--- src/rtl/uart_pkg.sv ---
`default_nettype none
// ============================================================================
// Module      : uart_pkg
// Description : Shared constants for the UART configuration register bank:
//               default bank geometry, word index map and the default
//               reset image (baud divisor in word 0, everything else zero).
// Revision    : 1.0 - initial release
// ============================================================================
package uart_pkg;

    // Default bank geometry
    localparam int UART_CFG_DEPTH = 4;
    localparam int UART_CFG_WIDTH = 32;

    // Word index map
    localparam int CFG_BAUD_DIV = 0;
    localparam int CFG_FRAME    = 1;
    localparam int CFG_PARITY   = 2;
    localparam int CFG_CTRL     = 3;

    // Divisor for 115200 baud from a 50 MHz reference
    localparam logic [UART_CFG_WIDTH-1:0] UART_DEFAULT_BAUD_DIV = 32'd434;

    // Packed reset image for the default geometry: word k at [k*W +: W]
    localparam logic [UART_CFG_DEPTH*UART_CFG_WIDTH-1:0] UART_CFG_RST_VAL =
        {{((UART_CFG_DEPTH-1)*UART_CFG_WIDTH){1'b0}}, UART_DEFAULT_BAUD_DIV};

endpackage : uart_pkg
`default_nettype wire

--- src/rtl/uart_cfg_word.sv ---
`default_nettype none
// ============================================================================
// Module      : uart_cfg_word
// Description : One configuration word held as a shadow/active pair.
//               The shadow copy takes byte-enabled host writes; the active
//               copy loads the shadow value (as it stood before this edge)
//               when load_i is high.
// Ports       : clk_i    - clock, rising edge
//               rst_ni   - asynchronous active-low reset
//               we_i     - shadow write strobe (already address-decoded)
//               be_i     - byte enables for the write
//               data_i   - write data
//               load_i   - copy shadow into active
//               shadow_o - current shadow value
//               active_o - current active value
// Revision    : 1.0 - initial release
// ============================================================================
module uart_cfg_word #(
    parameter int                    DATA_WIDTH = 32,
    parameter logic [DATA_WIDTH-1:0] RST_WORD   = '0
) (
    input  logic                    clk_i,
    input  logic                    rst_ni,
    input  logic                    we_i,
    input  logic [DATA_WIDTH/8-1:0] be_i,
    input  logic [DATA_WIDTH-1:0]   data_i,
    input  logic                    load_i,
    output logic [DATA_WIDTH-1:0]   shadow_o,
    output logic [DATA_WIDTH-1:0]   active_o
);

    localparam int NBYTES = DATA_WIDTH / 8;

    logic [DATA_WIDTH-1:0] shadow_q;
    logic [DATA_WIDTH-1:0] shadow_d;
    logic [DATA_WIDTH-1:0] active_q;

    always_comb begin
        shadow_d = shadow_q;
        if (we_i) begin
            for (int b = 0; b < NBYTES; b++) begin
                if (be_i[b]) begin
                    shadow_d[b*8 +: 8] = data_i[b*8 +: 8];
                end
            end
        end
    end

    // Active loads shadow_q, not shadow_d, so a write in the same cycle as
    // a load stays in shadow until the next commit.
    always_ff @(posedge clk_i or negedge rst_ni) begin
        if (!rst_ni) begin
            shadow_q <= RST_WORD;
            active_q <= RST_WORD;
        end else begin
            shadow_q <= shadow_d;
            if (load_i) begin
                active_q <= shadow_q;
            end
        end
    end

    assign shadow_o = shadow_q;
    assign active_o = active_q;

endmodule : uart_cfg_word
`default_nettype wire

--- src/rtl/uart_cfg_regs.sv ---
`default_nettype none
// ============================================================================
// Module      : uart_cfg_regs
// Description : UART configuration register bank. DEPTH words, each with a
//               host-visible shadow copy and a live active copy. A commit
//               copies shadow to active only while the UART datapath is
//               idle; a commit raised mid-frame is held pending until idle.
// Ports       : CLKip   - clock, rising edge
//               RSTin   - asynchronous active-low reset
//               WEi     - shadow write strobe
//               RDi     - shadow read strobe
//               ADDRi   - word address
//               DATAi   - write data
//               BEi     - write byte enables
//               COMMITi - request shadow -> active copy
//               IDLEi   - UART datapath idle
//               Qo      - registered read data
//               QVo     - read data valid pulse
//               ERRo    - out-of-range access pulse
//               PENDo   - commit pending
//               CFGo    - packed active copy, word k at [k*W +: W]
// Revision    : 1.0 - initial release
// ============================================================================
module uart_cfg_regs
    import uart_pkg::*;
#(
    parameter int                          DATA_WIDTH = UART_CFG_WIDTH,
    parameter int                          DEPTH      = UART_CFG_DEPTH,
    parameter logic [DEPTH*DATA_WIDTH-1:0] RST_VAL    = '0,
    localparam int                         ADDR_WIDTH = (DEPTH > 1) ? $clog2(DEPTH) : 1
) (
    input  logic                        CLKip,
    input  logic                        RSTin,
    input  logic                        WEi,
    input  logic                        RDi,
    input  logic [ADDR_WIDTH-1:0]       ADDRi,
    input  logic [DATA_WIDTH-1:0]       DATAi,
    input  logic [DATA_WIDTH/8-1:0]     BEi,
    input  logic                        COMMITi,
    input  logic                        IDLEi,
    output logic [DATA_WIDTH-1:0]       Qo,
    output logic                        QVo,
    output logic                        ERRo,
    output logic                        PENDo,
    output logic [DEPTH*DATA_WIDTH-1:0] CFGo
);

    logic                  in_range;
    logic                  apply;
    logic [DATA_WIDTH-1:0] rd_data;
    logic [DATA_WIDTH-1:0] shadow [DEPTH];
    logic [DATA_WIDTH-1:0] active [DEPTH];

    logic [DATA_WIDTH-1:0] q_q;
    logic                  qv_q;
    logic                  err_q;
    logic                  pend_q;
    logic                  pend_d;

    // Only reachable for non-power-of-2 DEPTH.
    assign in_range = (32'(ADDRi) < 32'(DEPTH));

    // A pending commit fires on the first idle cycle; a fresh request while
    // busy arms the flag. Repeated requests while pending change nothing.
    assign apply  = (COMMITi | pend_q) & IDLEi;
    assign pend_d = (COMMITi | pend_q) & ~IDLEi;

    generate
        for (genvar k = 0; k < DEPTH; k++) begin : g_word
            uart_cfg_word #(
                .DATA_WIDTH (DATA_WIDTH),
                .RST_WORD   (RST_VAL[k*DATA_WIDTH +: DATA_WIDTH])
            ) u_word (
                .clk_i    (CLKip),
                .rst_ni   (RSTin),
                .we_i     (WEi && (ADDRi == ADDR_WIDTH'(k))),
                .be_i     (BEi),
                .data_i   (DATAi),
                .load_i   (apply),
                .shadow_o (shadow[k]),
                .active_o (active[k])
            );

            assign CFGo[k*DATA_WIDTH +: DATA_WIDTH] = active[k];
        end
    endgenerate

    // Read mux over the pre-write shadow, so a same-cycle read/write to one
    // address returns the old value.
    always_comb begin
        rd_data = '0;
        for (int k = 0; k < DEPTH; k++) begin
            if (in_range && (ADDRi == ADDR_WIDTH'(k))) begin
                rd_data = shadow[k];
            end
        end
    end

    always_ff @(posedge CLKip or negedge RSTin) begin
        if (!RSTin) begin
            q_q    <= '0;
            qv_q   <= 1'b0;
            err_q  <= 1'b0;
            pend_q <= 1'b0;
        end else begin
            if (RDi) begin
                q_q <= rd_data;
            end
            qv_q   <= RDi;
            err_q  <= (RDi | WEi) & ~in_range;
            pend_q <= pend_d;
        end
    end

    assign Qo    = q_q;
    assign QVo   = qv_q;
    assign ERRo  = err_q;
    assign PENDo = pend_q;

endmodule : uart_cfg_regs
`default_nettype wire

--- config.mk ---
export PLATFORM = sky130hd
export DESIGN_NAME = uart_cfg_regs
export DESIGN_NICKNAME = d
export VERILOG_FILES = /design/src/rtl/uart_pkg.sv /design/src/rtl/uart_cfg_word.sv /design/src/rtl/uart_cfg_regs.sv
export SDC_FILE = /design/constraint.sdc
export NUM_CORES = 1
export LEC_CHECK = 0
export ABC_AREA = 1
export BUFFER_PORTS_ARGS = -buffer_cell sky130_fd_sc_hd__buf_2
export CAP_MARGIN = 20
export CORE_ASPECT_RATIO = 0.8
export CORE_MARGIN = 5
export CORE_UTILIZATION = 54
export CTS_CLUSTER_SIZE = 28
export DETAILED_ROUTE_END_ITERATION = 10
export GPL_TIMING_DRIVEN = 0
export PLACE_DENSITY = 0.87
export REMOVE_ABC_BUFFERS = 1
export SYNTH_ARGS = -nofsm -noshare
export SYNTH_HDL_FRONTEND = slang
export SYNTH_SLANG_ARGS = --single-unit
--- constraint.sdc ---
create_clock -name CLKip -period 2.05 [get_ports CLKip]
set_input_delay 0.3075 -clock CLKip [delete_from_list [all_inputs] [get_ports CLKip]]
set_output_delay 0.3075 -clock CLKip [all_outputs]
set_load 0.02 [all_outputs]
Word-level counts from Yosys, hierarchy flattened:

Index checks and enable logic that the tools add are counted.

* output and inout bits: 163
* input port bits: 44
* bits in registers: 290
* logic and storage cells: 55

* muxes and demuxes: 4
* bitwise gates (word level): 4
* reduce and logical (&&, ||, !) cells: 21
* equality and inequality tests: 3

Operators by type and width (number)
* two-way mux 32 bit: 4
* AND reduction 2 bit: 16
* == test 2 bit (second input constant): 2
* logical AND 1 bit: 4
* AND 1 bit: 2
* == test 2 x 1 -> 1 bit (second input constant): 1
* logical NOT 2 bit: 1
* inverter 1 bit: 1
* bitwise OR 1 bit: 1

Depth between registers and ports, before layout:

* depth after elaboration: 5
* depth in mapped cells: 7

Hierarchy:

Synthesis repeated with hierarchy kept, for this count alone.

* cell total of the unflattened synthesis: 1464
* area, all modules: 13126.3 µm²

By module, submodules not included
* uart_cfg_word: times used 4, area each 2721.4 µm², sequential area each 1601.5 µm², cells each 275
* uart_cfg_regs: times used 1, area each 2240.9 µm², sequential area each 850.8 µm², cells each 364

Worst setup path after synthesis:

Ideal clock, no wire load.

* kind: reg-to-reg
* start point: register pend_q (netlist: PENDo)
* end point: register g_word[2].u_word.active_q[11]
* buffers on the path: 2
* stages on the path, launching flop included: 5
* library setup time: 0.130 ns
* data required time: 1.920 ns
* setup slack: 0.686 ns
* arrival: 1.234 ns
* clock period less this slack: 1.364 ns
* cells stage by stage: dfrtp_1 -> o21ai_1 -> clkbuf_1 -> clkbuf_1 -> o21ai_0

* longest elaborated chain between the ends: 2

RTL lines
* start, declared: RTL line uart_cfg_regs.sv:57 `logic pend_q;`
* start signal, assigned: RTL line uart_cfg_regs.sv:111 `pend_q <= pend_d;`
* bitwise OR 1 bit: RTL line uart_cfg_regs.sv:65 `assign apply = (COMMITi | pend_q) & IDLEi;`
* AND 1 bit: RTL line uart_cfg_regs.sv:65
* end signal, assigned: RTL line uart_cfg_word.sv:58 `active_q <= shadow_q;`
* end, declared: RTL line uart_cfg_word.sv:36 `logic [DATA_WIDTH-1:0] active_q;`

Every way passes these cells.
A chain may end at the register's enable or synchronous reset.

Worst setup path after layout:

* start point: input ADDRi[0]
* end point: register q_q[15] (netlist: Qo[15])

* longest elaborated chain between the ends: 5
* elaborated cells between the ends (all ways): 8
* those cells by class: eq/ne: 3; mux: 4; reduce/logical: 1

RTL lines
* start, declared: RTL line uart_cfg_regs.sv:36 `input logic [ADDR_WIDTH-1:0] ADDRi,`
* logical NOT 2 bit: RTL line uart_cfg_regs.sv:93 `if (in_range && (ADDRi == ADDR_WIDTH'(k))) begin`
* two-way mux 32 bit (3 in a row): RTL line uart_cfg_regs.sv:93
* two-way mux 32 bit *: RTL line uart_cfg_regs.sv:93
* end signal, assigned: RTL line uart_cfg_regs.sv:107 `q_q <= rd_data;`
* end, declared: RTL line uart_cfg_regs.sv:54 `logic [DATA_WIDTH-1:0] q_q;`

Mark *: on every way between the ends. The rest lies on a longest branch, timed or not.

==> results.toml <==
[timing]
setup_viol = 0
slew_viol_final = 0
setup_slack_ps = 49.3
finClkSkew_ps = 8.72
fin_crit_sh_pct = 97.6
relSlewSlack_pct = 42.7
worst_pin_slew_ps = 858
hold_violations = 0
final.setup.tns_ps = 0
min_period_ps = 2000
clock.fmax_mhz = 500
rsz0062_at_grt = "false"

[global_route]
grt_pass1_vias = 9636
grt_usage_pct = 25.6
grt_pass1_wl_um = 51600
grt_max_degree = 125
antenna_found_initial = 4
grt_overflow = 0

[clocking]
cts-root-buf = "clkbuf_16"
clk_pin_slew_ps = 60
cts.path.max_buffers = 3
tritoncts = "yes"
insertion_delay_ps = 530
cts_sinks = 290
cts_made_buffers = 29
cts-htree-levels = 1

[die]
start_util_pct = 55.0
dieArea_um2 = 25000
fp.dieH_um = 143
die_w_um = 176
core_um2 = 21600
num_rows = 48
io_pins = 207

[logic_synthesis]
syn_inst = 1326
ys_ff_latch = 290
syn_avg_cell_area_um2 = 8.94
yosys_warnings = 0
synth.cell_area_um2 = 11900
ys_types = 17
ys_seq_area_share_pct = 61.2

[worst_setup_path]
arrival_ps = 2410
crit_fanout = 38
endpoint_kind = "flip-flop"
reg2reg_depth = 5
worst-r2r-setup-slack_ps = 260
timing.rr.start = "PENDo"
start_kind = "input pin"
worstReg2RegEnd = "g_word[3].u_word.active_o[21]"
required_ps = 2460
critPathKind = "in -> reg"

[detailed_routing]
wl_per_cell_um = 17.9
num_vias = 9963
drc = 0
drt_iter0_drc = 855
routed_wl_um = 32400
first_pass_iters = 5
viasPerCell = 5.52
ant_nets = 0

[finish]
multi_input_area_um2 = 3730
final_area_um2 = 14100
drive_above_1_share_pct = 18.8
seqCellArea_um2 = 7260
fillCellCount = 1683
final_util_pct = 65.6
nNetsFinal = 1554
area.growth.synth_to_final_pct = 19.3

[min_path]
holdPathStages = 3
min_path_type = "in -> reg"
holdPathEnd = "g_word[0].u_word.shadow_o[2]"
hp-start = "DATAi[2]"

[run]
maxCapViolations = 0

[pwr]
p_leak_uw = 0.00716
vdd_drop_max_mv = 0.707
power_density_nw_per_um2 = 1130

[status]
status = "finished, final reports clean"

[place]
preCtsSetupSlack_ps = -1150
placed_area_um2 = 13100
port_buffers = 205
dp_hpwl_um = 20300
place.gp.congestion = 0.806
==> where the power goes <==
| part | total (µW) | leakage [µW] | switching [µW] | internal [µW] |
|---|---|---|---|---|
| Clock | 5150 | 0.000455 | 2130 | 3020 |
| Sequential | 7500 | 0.00357 | 650 | 6850 |
| Combinational | 3360 | 0.00313 | 2300 | 1060 |
==> how the worst max path moves through the flow <==
stage                         from                             to  slack [ps]
after floorplan              PENDo   g_word[0].u_word.active_o[0]       -6100
after global placement     COMMITi  g_word[0].u_word.active_o[26]       -9620
after detailed placement  ADDRi[1]  g_word[3].u_word.shadow_o[17]       -1150
after CTS                    PENDo  g_word[1].u_word.active_o[31]          70
after global routing      ADDRi[0]                         Qo[15]          20
final                     ADDRi[0]                         Qo[15]          50
==> sequential cells by signal, indices dropped and copies added (netlist names) <==
register	flops
g_word.u_word.shadow_o	128
Qo	32
QVo	1
g_word.u_word.active_o	128
PENDo	1
==> final cells by class <==
type / instances / share of cell area (%)
Clock buffer: 42 / 5.83
Tap cell: 275 / 2.43
Antenna cell: 1 / 0.0177
Sequential cell: 290 / 51.3
Timing Repair Buffer: 224 / 9.70
Multi-Input combinational cell: 828 / 26.4
Clock inverter: 8 / 0.664
Inverter: 137 / 3.64
==> cell families (layout without fill, tap and decap cells) <==
logic type	Yosys count	in the layout	share of synthesized area, %
other cells	1	2	0.0316
buf+inv	210	411	7.56
simple gates	536	537	19.0
flops	290	290	61.2
compound gates	289	290	12.2
==> worst max-delay path, cell delays in order <==
cell and delay, ps:
buf_2 420, buf_12 290, nand2_1 210, inv_2 720
a21oi_1 190, nand2_1 130, nand2_1 80
==> synth_stat cells (all sizes together) <==
master | instances | area share [%]
nand2 | 422 | 13
conb | 1 | 0.032
clkbuf | 27 | 0.85
buf | 46 | 2.4
o21ai | 257 | 11
nand3 | 98 | 4.3
inv | 137 | 4.3
a21oi | 32 | 1.4
dfrtp | 290 | 61
nor2 | 16 | 1.2
==> cell usage in the layout, fill, tap and decap left out, types with 4 or more instances in the layout <==
| master | count |
|---|---|
| inv_1 | 133 |
| buf_16 | 6 |
| dfrtp_1 | 290 |
| clkbuf_8 | 5 |
| a21oi_1 | 32 |
| buf_4 | 6 |
| clkinv_2 | 5 |
| o21ai_1 | 15 |
| buf_12 | 5 |
| o21ai_0 | 241 |
| nor2_4 | 11 |
| clkbuf_1 | 8 |
| buf_2 | 203 |
| inv_2 | 4 |
| clkbuf_16 | 29 |
| nand2_1 | 421 |
| nand3_1 | 96 |
| nor2_2 | 4 |
==> through the flow <==
step | total power, µW | hold slack (ps) | cells
floorplan | 9460 | 11.9 | 1253
global placement | 10700 | 441 | 1733
detailed placement | 10900 | 247 | 1744
CTS | 16100 | 14.6 | 1803
global route | 16900 | 23.0 | 1805
finish | 16000 | 30.2 | 1805
==> routing by layer <==
| metal | vias up | GRT usage, % | wire length, µm |
|---|---|---|---|
| met4 | 6 | 7.42 | 862 |
| met2 | 474 | 40.8 | 14900 |
| met1 | 4811 | 35.9 | 13600 |
| met5 | - | 0 | 34 |
| met3 | 81 | 5.87 | 3000 |
| li1 | 4591 | - | - |
==> repair_timing <==
| action | 4_1_cts | 5_1_grt |
|---|---|---|
| setup buffers | 5 | 0 |
| cloned | 1 | 1 |
| hold buffers | 3 | 0 |
| pin swaps | 1 | 1 |
| endpoints found under the setup margin | 33 | 47 |
| hold endpoints to repair | 52 | 0 |
| gates resized for setup | 2 | 0 |
Power figures use the tool's default switching activity.
